==> config.mk <==
export PLATFORM = sky130hd
export DESIGN_NAME = top_level_nios2_qsys_0_oci_dct_ctrl
export DESIGN_NICKNAME = d
export VERILOG_FILES = /design/src/rtl/top_level_nios2_qsys_0_oci_dct_ctrl.sv
export SDC_FILE = /design/constraint.sdc
export NUM_CORES = 1
export LEC_CHECK = 0
export ABC_AREA = 1
export CORE_ASPECT_RATIO = 0.8
export CORE_MARGIN = 4
export CORE_UTILIZATION = 50
export CTS_CLUSTER_DIAMETER = 120
export DETAILED_ROUTE_END_ITERATION = 7
export GPL_TIMING_DRIVEN = 0
export PLACE_DENSITY = 0.85
export SYNTH_ARGS = -nofsm -noshare
export SYNTH_HDL_FRONTEND = slang
export SYNTH_SLANG_ARGS = --single-unit
==> constraint.sdc <==
create_clock -name clk -period 4 [get_ports clk]
set_input_delay 0.8 -clock clk [delete_from_list [all_inputs] [get_ports clk]]
set_output_delay 0.8 -clock clk [all_outputs]
set_load 0.01 [all_outputs]
==> src/rtl/top_level_nios2_qsys_0_oci_dct_ctrl.sv <==
// top_level_nios2_qsys_0_oci_dct_ctrl: packs trace items into 30-bit frames and writes them to trace memory
// Define DCT_NO_WRAP_EN to stop tracing once the last trace-memory address has been written.
module top_level_nios2_qsys_0_oci_dct_ctrl #(
    parameter int ITEM_W          = 10,
    parameter int ITEMS_PER_FRAME = 3,
    parameter int ADDR_W          = 7
) (
    input  logic              clk,
    input  logic              reset_n,
    input  logic              trc_on,
    input  logic              item_valid,
    input  logic [ITEM_W-1:0] item_data,
    output logic              item_ready,
    input  logic              flush_req,
    input  logic              end_req,
    output logic              frm_valid,
    output logic [29:0]       frm_data,
    output logic [ADDR_W-1:0] frm_addr,
    input  logic              frm_ready,
    output logic              wrap,
    output logic [29:0]       dct_buffer,
    output logic [3:0]        dct_count,
    output logic              test_ending,
    output logic              test_has_ended
);
    localparam logic [2:0] IDLE    = 3'd0;
    localparam logic [2:0] COLLECT = 3'd1;
    localparam logic [2:0] EMIT    = 3'd2;
    localparam logic [2:0] DRAIN   = 3'd3;
    localparam logic [2:0] ENDED   = 3'd4;
    localparam logic [3:0] FULL = 4'(ITEMS_PER_FRAME);
    localparam logic [ADDR_W-1:0] LAST = '1;

    logic [2:0]        state_q, state_d;
    logic [29:0]       buf_q, buf_d, buf_a;
    logic [3:0]        cnt_q, cnt_d, cnt_a;
    logic [ADDR_W-1:0] addr_q, addr_d;
    logic              wrap_q, wrap_d;
    logic              stop, acc, hs;

`ifdef DCT_NO_WRAP_EN
    assign stop = wrap_q;
`else
    assign stop = 1'b0;
`endif

    assign item_ready     = (state_q == COLLECT) & trc_on & (cnt_q < FULL) & !stop;
    assign frm_valid      = (state_q == EMIT) | ((state_q == DRAIN) & (cnt_q != 4'd0));
    assign acc            = item_valid & item_ready;
    assign hs             = frm_valid & frm_ready;
    assign frm_data       = buf_q;
    assign dct_buffer     = buf_q;
    assign dct_count      = cnt_q;
    assign frm_addr       = addr_q;
    assign wrap           = wrap_q;
    assign test_ending    = state_q == DRAIN;
    assign test_has_ended = state_q == ENDED;

    always_comb begin
        cnt_a  = cnt_q + {3'b000, acc};
        buf_a  = acc ? buf_q | (30'(item_data) << (ITEM_W * cnt_q)) : buf_q;
        buf_d  = hs ? '0 : buf_a;
        cnt_d  = hs ? '0 : cnt_a;
`ifdef DCT_NO_WRAP_EN
        addr_d = (hs & (addr_q != LAST)) ? addr_q + ADDR_W'(1) : addr_q;
`else
        addr_d = hs ? addr_q + ADDR_W'(1) : addr_q;
`endif
        wrap_d = wrap_q | (hs & (addr_q == LAST));
        case (state_q)
            IDLE:    state_d = end_req ? DRAIN : trc_on ? COLLECT : IDLE;
            COLLECT: state_d = end_req ? DRAIN :
                               ((cnt_a == FULL) | (flush_req & (cnt_a != 4'd0) & !stop)) ? EMIT :
                               !trc_on ? IDLE : COLLECT;
            EMIT:    state_d = end_req ? DRAIN : hs ? COLLECT : EMIT;
            DRAIN:   state_d = (hs | (cnt_q == 4'd0)) ? ENDED : DRAIN;
            default: state_d = ENDED;
        endcase
    end

    always_ff @(posedge clk) begin
        if (!reset_n) begin
            state_q <= IDLE;
            buf_q   <= '0;
            cnt_q   <= '0;
            addr_q  <= '0;
            wrap_q  <= 1'b0;
        end else begin
            state_q <= state_d;
            buf_q   <= buf_d;
            cnt_q   <= cnt_d;
            addr_q  <= addr_d;
            wrap_q  <= wrap_d;
        end
    end
endmodule

# Yosys cells after proc, flatten, opt, wreduce, memory -nomap -nowiden
# Cells that the tools add are included.
[totals]
regBits = 45
input_bits = 17
out_inout_bits = 76
[classes]
n_addsub = 2
multipliers = 1
n_lt_le_gt_ge = 1
n_eq_ne = 6
shift = 1
mux = 8
bitwise = 13
n_reduce_logical = 5
[ops]
columns = ["cell", "n"]
rows = [
  ["30-bit OR", 1],
  ["10-bit by 8-bit left shift with 30-bit output", 1],
  ["3-bit case mux with 4 select lines", 1],
  ["2-bit 2-to-1 mux", 4],
  ["4-bit nonzero test", 2],
  ["7-bit by 1-bit adder with 7-bit output (second input constant)", 1],
  ["1-bit bitwise AND", 7],
  ["7-bit equality test (second input constant)", 1],
  ["3-bit by 4-bit multiplier with 7-bit output (first input constant)", 1],
  ["3-bit by 2-bit equality test with 1-bit output (second input constant)", 2],
  ["3-bit 2-to-1 mux", 2],
  ["4-bit by 1-bit adder with 4-bit output", 1],
  ["4-bit by 2-bit equality test with 1-bit output (second input constant)", 1],
  ["4-bit zero test", 1],
  ["4-bit by 2-bit less-than comparator with 1-bit output (second input constant)", 1],
  ["1-bit OR", 4],
  ["3-bit by 1-bit equality test with 1-bit output (second input constant)", 1],
  ["3-bit equality test (second input constant)", 1],
  ["3-bit zero test", 1],
  ["2-bit OR reduction", 1],
  ["1-bit 2-to-1 mux", 1],
  ["1-bit inverter", 1],
]

# Depth between registers and ports, before layout
# Gate-level depths: netlist (run 1).
[logic_depth]
word_depth = 11
mapped_depth = 16

# Worst setup path before layout (run 1)
# OpenSTA, ideal clock, no wires.
[synth_path]
path_type = "register to register"
startpoint = "register cnt_q[3] (netlist: dct_count[3])"
endpoint = "register buf_q[27] (netlist: dct_buffer[27])"
setup_time_ns = 0.066
arrival_time_ns = 2.253
t_required_ns = 3.934
setup_slack_ns = 1.681
stages_incl_launch_ff = 14
period_less_slack_ns = 2.319
path_cell_list = "dfxtp_1 > ha_1 > ha_1 > fa_1 > nand2_2 > nand2_2 > nor2_4 > buf_6 > nand3_1 > nand3_2 > nand2_1 > nand2_1 > nand3_1 > a21oi_2"
[synth_via]
elab_chain_cells = 5
elab_cells_between_ends = 11
cone_classes = "mul (1); order compare (1); shift (1); bitwise (6); reduce/logical (2)"
[synth_lines]
columns = ["item", "line_no", "rtl"]
rows = [
  ["start, declared", "36", "logic [3:0] cnt_q, cnt_d, cnt_a;"],
  ["start signal, assigned", "91", "cnt_q <= cnt_d;"],
  ["branches (longest 5 deep; another with 3-bit by 4-bit multiplier with 7-bit output)", "-", ""],
  ["end signal, assigned", "90", "buf_q <= buf_d;"],
  ["end, declared", "35", "logic [29:0] buf_q, buf_d, buf_a;"],
]
# Parallel ways; which one is timed is not known.
# A chain may end at the register's enable or synchronous reset.

# Final worst setup path (run 1)
[layout_path]
startpoint = "input port trc_on"
endpoint = "output port item_ready"
[layout_via]
elab_chain_cells = 2
[layout_lines]
columns = ["item", "line_no", "rtl"]
rows = [
  ["start, declared", "10", "input logic trc_on,"],
  ["1-bit bitwise AND (2 in series)", "47", "assign item_ready = (state_q == COLLECT) & trc_on & (cnt_q < FULL) & !stop;"],
  ["end, declared", "13", "output logic item_ready,"],
]
# Every way passes these cells.

==> metrics.txt, run 1 <==
Die Y-Extent=75.5 um; Synth Register Bits=45; critical-path cell list=clkdlybuf4s50_1 > nand2_2 > nor3_4 > clkdlybuf4s50_1; Syn Std Cell Area=about 0.0028 mm^2; Tcrit/Tclk final=about three quarters; syn_nets=410; DRC viols=0; unrepaired setup endpoints after global routing=no; count of cell types in the netlist=38; gr usage total=between 20% and 30%; starting density of the core=between 50% and 60%; Num CTS Buffers=5; Worst-path clk slew=about 0.09 ns; Hold Vio Cnt, Final=0; total wire length=7520 um; Root Buffer=clkbuf_8; Crit-path slowest cell=clkdlybuf4s50_1; DR pass1 iterations=5; largest net degree at the start of global routing=15; synthesis-to-finish area growth=39.7%; worst skew pair latency=0.30 ns; first-pass GRT wire length=about 12,000 um; routed vias/inst=about 5.0; Place WS=~1 ns; Die ar.=~0.007 mm^2; Worst EP arrival=roughly 2.2 ns; Buf/Inv on CP=2; initial antenna violation count=0; P_leak=between 1.5 and 2 nW; mux contribution to synthesized area=0%; number of diodes=0; Syn Inst Count=around 390; Core Region=roughly 0.0055 mm^2; power density over the cells=around 250 mW/mm^2; Placer Congestion=0.961; hpwl dp=around 6000 um; clk_skew=approximately 0.010 ns; Worst Setup End Kind=primary output; critical-path maximum fanout=3; status=complete, no violations; TNS Setup=0 ns; # resized after CTS=0; fin crit period=between 3 and 4 ns; grt total ovfl=0; adder-cell share of the synthesized area=3.78%; nets=roughly 510; CTS tree=done; fmax=0.333 GHz; initial DRC count=approximately 280; Antenna Violating Nets Remaining=0; YS warnings=0; Startpoint Class=input port; Max transition margin=68.8%; largest family of logic cells by synthesized area=simple AND/OR/NAND/NOR gates; Setup WS post-layout=roughly 1 ns; Max Cap Violations=0; Max Root-Sink Buffers=2; Worst Path Class, Setup=input port to primary output; vias in the first global route=~2,700; Worst EP required=3.20 ns; DR vias=~2,800; routed length per instance=13.4 um; Crit path top cell by count=clkdlybuf4s50_1; Final Max Tran Viols=0; Compound-Gate Fraction of Synth Area=between 10% and 20%; Synth Area in XOR/XNOR=0.924%; Die Wd=~90 um; VDD IR-drop max=0.257 mV; Hold Crit Class=register to register; Placement Rows=24; Avg Inst Size Synth=~7.4 um^2; setup violators final=0; Least-Margin Pin Slew=between 0.4 and 0.5 ns; CTS Sinks=between 40 and 50; hold buffers post-CTS=0; simple logic cell fraction of the synthesized area=32.2%; Ports=93; htree depth=2; Critical Path Max Stage Delay=between 0.5 and 0.6 ns; critical path's top delay family=buffers and inverters; Seq/Total Area, Yosys=about a third; Port Buffer Count=between 90 and 100; overall power=between 0.9 and 1 mW; layout cells sized above 1=a little under a fifth; hold_ws=~0.47 ns; post-CTS setup buffers=0
-- worst min-delay path, stage by stage, from the launching register on --
cell	delay (ns)
dfxtp_1	0.33
inv_1	0.05
a21oi_1	0.05
-- flip-flops by register name (all words and copies together), names as in the netlist --
register    cells
dct_buffer     30
dct_count       4
frm_addr        7
state_q         3
wrap            1
-- area by class of cell --
class	instances	area [um^2]
fillers	451	1520
multi-input cells	243	1390
flip-flops and latches	45	901
clock buffers	6	72.6
well taps	78	97.6
repair buffers	92	921
clock inverters	2	38.8
inverters	53	201
plain buffers	44	355
-- power by group --
group	total [mW]	switching (mW)	internal (mW)
logic	0.175	0.0987	0.0768
clock network	0.343	0.156	0.188
registers	0.466	0.00929	0.456
total	0.985	0.264	0.721
-- per-layer routing --
metal | wire, um | part of all wire, % | global-route usage, %
met4 | 73 | 0.97 | 5.11
met1 | 3450 | 46 | 29.1
met3 | 506 | 6.7 | 4.84
met5 | 0 | 0 | 0
met2 | 3490 | 46 | 35.8
-- kinds of logic after synthesis --
logic type,Yosys count
AOI/OAI and AO/OA,52
xor gates and xnor gates,3
adders and majority gates,8
buffers and inverters,97
DFF,45
and+or+nand+nor,180
-- Yosys cell counts (all sizes together) --
master   count  area share (%)
nand2       71              10
nand3       58              11
inv         52             7.0
dfxtp       45              32
buf         43              12
a21oi       35             7.9
nor2        32             5.5
o21ai       11             2.3
nand4       10             2.7
ha           7             3.1
nor3         5             2.1
nand3b       3            0.79
o21a         2            0.53
xor2         2            0.62
a22o         1            0.31
clkbuf       1            0.26
clkinv       1            0.13
fa           1            0.70
nor4         1            0.22
o2111ai      1            0.31
o211ai       1            0.26
o22ai        1            0.22
xnor2        1            0.31
-- placed cells by master (no fill, tap or decap), types with 3 or more instances in the layout --
cell type / Yosys / routed
clkdlybuf4s50_1: 0 / 92
nand2_1: 64 / 64
nand3_1: 56 / 56
inv_1: 48 / 48
dfxtp_1: 45 / 45
buf_4: 31 / 31
nor2_1: 27 / 27
a21oi_1: 22 / 22
a21oi_2: 13 / 13
buf_6: 9 / 9
nand4_1: 9 / 9
o21ai_0: 8 / 8
ha_1: 7 / 7
nand2_2: 5 / 5
clkbuf_8: 0 / 5
inv_2: 3 / 3
nor3_4: 3 / 3
o21ai_2: 3 / 3
nand3b_1: 3 / 3
-- final timing paths --
| kind | start | to | slack (ns) | depth (start not counted) |
|---|---|---|---|---|
| max reg2reg | dct_count[3] | dct_buffer[24] | 1.43 | 9 |
| min | dct_buffer[26] | dct_buffer[26] | 0.47 | 2 |
| min reg2reg | dct_buffer[26] | dct_buffer[26] | 0.47 | 2 |
| max | trc_on | item_ready | 1.0 | 4 |
-- metrics by stage --
stage / cells / area (um^2) / util, %
2_1_floorplan: 385 / 2840 / -
3_3_place_gp: 555 / 3860 / 70.3
3_5_place_dp: 555 / 3860 / 70.3
4_1_cts: 563 / 3970 / 72.3
5_1_grt: 563 / 3970 / 72.3
6_report: 563 / 3970 / 72.3
Note: power is estimated with default switching activity, not from simulation.
==> run 2: changes to the inputs <==
--- a/config.mk
+++ b/config.mk
@@ -8,11 +8,11 @@
 export ABC_AREA = 1
 export CORE_ASPECT_RATIO = 0.8
 export CORE_MARGIN = 4
-export CORE_UTILIZATION = 50
+export CORE_UTILIZATION = 47
 export CTS_CLUSTER_DIAMETER = 120
 export DETAILED_ROUTE_END_ITERATION = 7
 export GPL_TIMING_DRIVEN = 0
-export PLACE_DENSITY = 0.85
+export PLACE_DENSITY = 0.81
 export SYNTH_ARGS = -nofsm -noshare
 export SYNTH_HDL_FRONTEND = slang
 export SYNTH_SLANG_ARGS = --single-unit
==> constraint.sdc (replaced) <==
create_clock -name clk -period 2.84 [get_ports clk]
set_input_delay 0.568 -clock clk [delete_from_list [all_inputs] [get_ports clk]]
set_output_delay 0.568 -clock clk [all_outputs]
set_load 0.01 [all_outputs]
==> metrics.txt, run 2 (synthesis results as in run 1) <==
status=complete, no violations; Port Buffer Count=between 90 and 100; fillcell total=between 500 and 600; Worst Setup End Kind=register; power density over the cells=332 mW/mm^2; DR vias=approximately 2,800; wl on met1=between 3000 and 4000 um; Max Root-Sink Buffers=2; Final Max Tran Viols=0; nets=509; DR top layer=met4; Core Region=a little under 0.006 mm^2; most common cell after layout, fill and taps aside=clkdlybuf4s50_1; Num CTS Buffers=5; fin crit period=between 2 and 3 ns; path depth of the worst reg2reg path=12; Critical Path Source=dct_count[3]; most frequent cells in the layout=clkdlybuf4s50_1 (92), nand2_1 (64), nand3_1 (56); Logic pwr share=a little under a fifth; Worst-path clk slew=0.09 ns; number of diodes=0; synthesis-to-finish area growth=39.2%; Placer Congestion=between 0.8 and 0.9; Max Cap Violations=0; met2 WL post-DR=between 3000 and 4000 um; TNS Setup=0 ns; Max transition margin=between 70% and 80%; CTS tree=done; Hold Crit Class=register to register; P_leak=about 1.7 nW; hpwl dp=about 6100 um; CTS Sinks=between 40 and 50; Antenna Violating Nets Remaining=0; Worst Min Path Start=wrap; Root Buffer=clkbuf_8; Sw Share=approximately 30%; Die Wd=~95 um; Tcrit/Tclk final=90.9%; clk_skew=around 0.010 ns; max reg flops=30; routed length on met3=467 um; layout cells sized above 1=between 10% and 20%; Die ar.=about 0.0074 mm^2; Startpoint Class=register; post-CTS setup buffers=0; hold_ws=~0.46 ns; setup violators final=0; r2r startpoint=dct_count[3]; critical-path maximum fanout=10; routed length per instance=13.4 um; unrepaired setup endpoints after global routing=no; Least-Margin Pin Slew=around 0.45 ns; Die Y-Extent=roughly 78 um; Worst EP arrival=roughly 2.8 ns; grt total ovfl=0; DRC viols=0; gr usage total=a little over a fifth; Ports=93; Clk pwr share=about 31%; initial antenna violation count=0; Reg power frac=about half; largest net degree at the start of global routing=16; Hold Vio Cnt, Final=0; starting density of the core=48.4%; worst skew pair latency=~0.31 ns; htree depth=2; Worst Hold Depth=2; Placement Rows=25; VDD IR-drop max=~0.29 mV; routed vias/inst=~5; hold buffers post-CTS=0; vias in the first global route=2,769; Worst Path Class, Setup=register to register; DR pass1 iterations=5; P_int=just over 0.9 mW; Psw=just under 0.4 mW; # resized after CTS=0; total wire length=about 7600 um; fmax=0.387 GHz; Worst EP required=about 3.1 ns; initial DRC count=220; first-pass GRT wire length=between 10,000 and 15,000 um
[run 2: changes by cell type in the layout (fill, tap and decap cells not counted), sizes merged]
cell | previous run | this run
bufinv | 1 | 0
clkbuf | 7 | 6
clkinv | 2 | 4
[run 2: area by class of cell]
class                   count  area, um^2  area share [%]
plain buffers              44         355            8.98
clock buffers               5        68.8            1.74
clock inverters             3        22.5           0.569
inverters                  53         201            5.09
multi-input cells         243        1390            35.0
flip-flops and latches     45         901            22.8
well taps                  81         101            2.56
repair buffers             92         921            23.3
[run 2: worst paths after layout]
| kind | end | slack, ns |
|---|---|---|
| worst min-delay path | wrap | 0.46 |
| worst min register to register | wrap | 0.46 |
| worst max-delay path | dct_buffer[5] | 0.26 |
| worst max register to register | dct_buffer[5] | 0.26 |
[run 2: metal layers]
layer  vias to the layer above  GRT usage (%)
li1                       1422              -
met1                      1287           30.1
met2                       119           33.8
met3                        15           4.84
met4                         0           6.63
met5                         -              0
[run 2: worst max-delay path, stage by stage, from the launching register on]
cell     delay (ns)
dfxtp_1        0.48
ha_1           0.29
ha_1           0.23
fa_1           0.41
nand2_2        0.09
nand2_2        0.06
nor2_4         0.16
buf_6          0.15
nand3_1        0.10
nand3_1        0.12
nand3_1        0.11
nor2_1         0.21
o21a_1         0.14
[run 2: power by group through the flow]
stage	clock, mW	combinational, mW	sequential (mW)
2_1_floorplan	0	0.146	0.672
6_report	0.411	0.246	0.656
5_1_grt	0.447	0.269	0.659
3_5_place_dp	0	0.245	0.671
4_1_cts	0.413	0.246	0.656
3_3_place_gp	0	0.242	0.670
[run 2: through the flow]
step	util (%)	power, mW	instances	setup slack [ns]	area, um^2
finish	67.3	1.31	566	0.259	3960
detailed placement	65.7	0.916	558	0.129	3870
CTS	67.3	1.31	566	0.291	3960
floorplan	-	0.818	385	0.521	2840
global placement	65.7	0.912	558	0.210	3870
global route	67.3	1.37	566	0.0476	3960
==> run 3: changes to the inputs <==
--- a/config.mk
+++ b/config.mk
@@ -8,11 +8,13 @@
 export ABC_AREA = 1
 export CORE_ASPECT_RATIO = 0.8
 export CORE_MARGIN = 4
-export CORE_UTILIZATION = 47
+export CORE_UTILIZATION = 65
 export CTS_CLUSTER_DIAMETER = 120
 export DETAILED_ROUTE_END_ITERATION = 7
+export DONT_BUFFER_PORTS = 1
 export GPL_TIMING_DRIVEN = 0
-export PLACE_DENSITY = 0.81
+export PLACE_DENSITY = 0.8
+export RECOVER_POWER = 25
 export SYNTH_ARGS = -nofsm -noshare
 export SYNTH_HDL_FRONTEND = slang
 export SYNTH_SLANG_ARGS = --single-unit
==> constraint.sdc (replaced) <==
create_clock -name clk -period 3 [get_ports clk]
set_input_delay 0.6 -clock clk [delete_from_list [all_inputs] [get_ports clk]]
set_output_delay 0.6 -clock clk [all_outputs]
set_load 0.01 [all_outputs]
==> metrics.txt, run 3 (synthesis results as in run 1) <==
status=complete, no violations; critical-path maximum fanout=10; largest net degree at the start of global routing=14; placed cells=442; synthesis-to-finish area growth=5.90%; most common cell after layout, fill and taps aside=nand2_1; Max transition margin=around 60%; CTS tree=done; setup violators final=0; Root Buffer=clkbuf_8; clk_skew=approximately 0.0047 ns; Worst EP arrival=roughly 2.9 ns; VDD IR-drop max=between 0.3 and 0.4 mV; Hold Crit Class=input port to register; worst skew pair latency=around 0.29 ns; Final Max Tran Viols=0; number of diodes=0; vias in the first global route=roughly 2,300; Buf/Inv on CP=1; Psw=around 0.32 mW; hold buffers post-CTS=0; Die ar.=0.00550 mm^2; Critical Path Max Stage Delay=0.52 ns; # resized after CTS=0; starting density of the core=around two thirds; Placer Congestion=between 0.9 and 1; Clk pwr share=a little over a third; initial DRC count=131; power density over the cells=409 mW/mm^2; Placement Rows=21; Die Wd=around 82 um; fmax=around 0.38 GHz; Worst Path Class, Setup=register to register; Logic pwr share=between 10% and 20%; fin crit period=2.63 ns; Least-Margin Pin Slew=roughly 0.6 ns; Crit-path slowest cell=dfxtp_1; Num CTS Buffers=5; P_int=approximately 0.91 mW; layout cells sized above 1=22.2%; Core Region=about 0.0042 mm^2; max reg flops=30; Startpoint Class=register; DRC viols=0; Antenna Violating Nets Remaining=0; grt total ovfl=0; unrepaired setup endpoints after global routing=no; CTS Sinks=45; Port Buffer Count=0; P_leak=between 1 and 1.5 nW; overall power=about 1.2 mW; Tcrit/Tclk final=87.6%; routed vias/inst=about 5.4; Reg power frac=50.8%; DR vias=approximately 2,400; Max Root-Sink Buffers=2; most frequent cells in the layout=nand2_1 (64), nand3_1 (56), inv_1 (48); critical-path cell list=ha_1 > ha_1 > fa_1 > nand2_2 > nand2_2 > nor2_4 > buf_6 > nand3_1 > o21ai_0 > nand3_1 > a21oi_1; TNS Setup=0 ns; DR pass1 iterations=5; final non-filler cell total=449; Die Y-Extent=about 67 um; total wire length=~6500 um; Ports=between 90 and 100; Place WS=about 0.36 ns; post-CTS setup buffers=0; Hold Vio Cnt, Final=0; initial antenna violation count=0; Worst-path clk slew=0.08 ns; htree depth=2; Worst EP required=3.23 ns; Sw Share=about a quarter; hpwl dp=5180 um; critical path's top delay family=adder cells; first-pass GRT wire length=~11,000 um; gr usage total=approximately a quarter; post-layout util=~72%; routed length per instance=14.4 um; Max Cap Violations=0; nets=417; Worst Setup End Kind=register; Setup WS post-layout=around 0.37 ns
==> run 3: stage by stage <==
step | instance area [um^2] | hold WS [ns]
finish | 3010 | 0.422
CTS | 3020 | 0.416
detailed placement | 2920 | 0.492
global placement | 2920 | 0.488
floorplan | 2840 | 0.474
global route | 3010 | 0.406
==> run 3: area by class of cell <==
type                            count  area [um^2]
Clock buffer                        5         68.8
Inverter                           53          201
Tap cell                           57         71.3
Sequential cell                    45          901
Clock inverter                      2         35.0
Buffer                             44          348
Fill cell                         372         1190
Multi-Input combinational cell    243         1390
==> run 3: metal layers <==
metal	wire length [um]	global-route usage [%]	part of all wire, %
met2	2990	38.1	46
met4	40	6.02	0.62
met5	0	0	0
met1	2960	35.3	46
met3	490	6.53	7.6
==> run 3: final timing paths <==
kind         slack, ns  cells past startpoint             end    startpoint
max reg2reg       0.37                     11  dct_buffer[25]  dct_count[3]
min reg2reg       0.50                      2            wrap          wrap
max               0.37                     11  dct_buffer[25]  dct_count[3]
min               0.42                      2     frm_addr[2]       reset_n
==> run 3: power by group through the flow <==
stage / combinational [mW] / sequential (mW) / clock [mW]
final: 0.171 / 0.625 / 0.436
after global routing: 0.189 / 0.628 / 0.483
after CTS: 0.170 / 0.625 / 0.446
after detailed placement: 0.169 / 0.639 / 0
after global placement: 0.167 / 0.639 / 0
after floorplan: 0.138 / 0.636 / 0
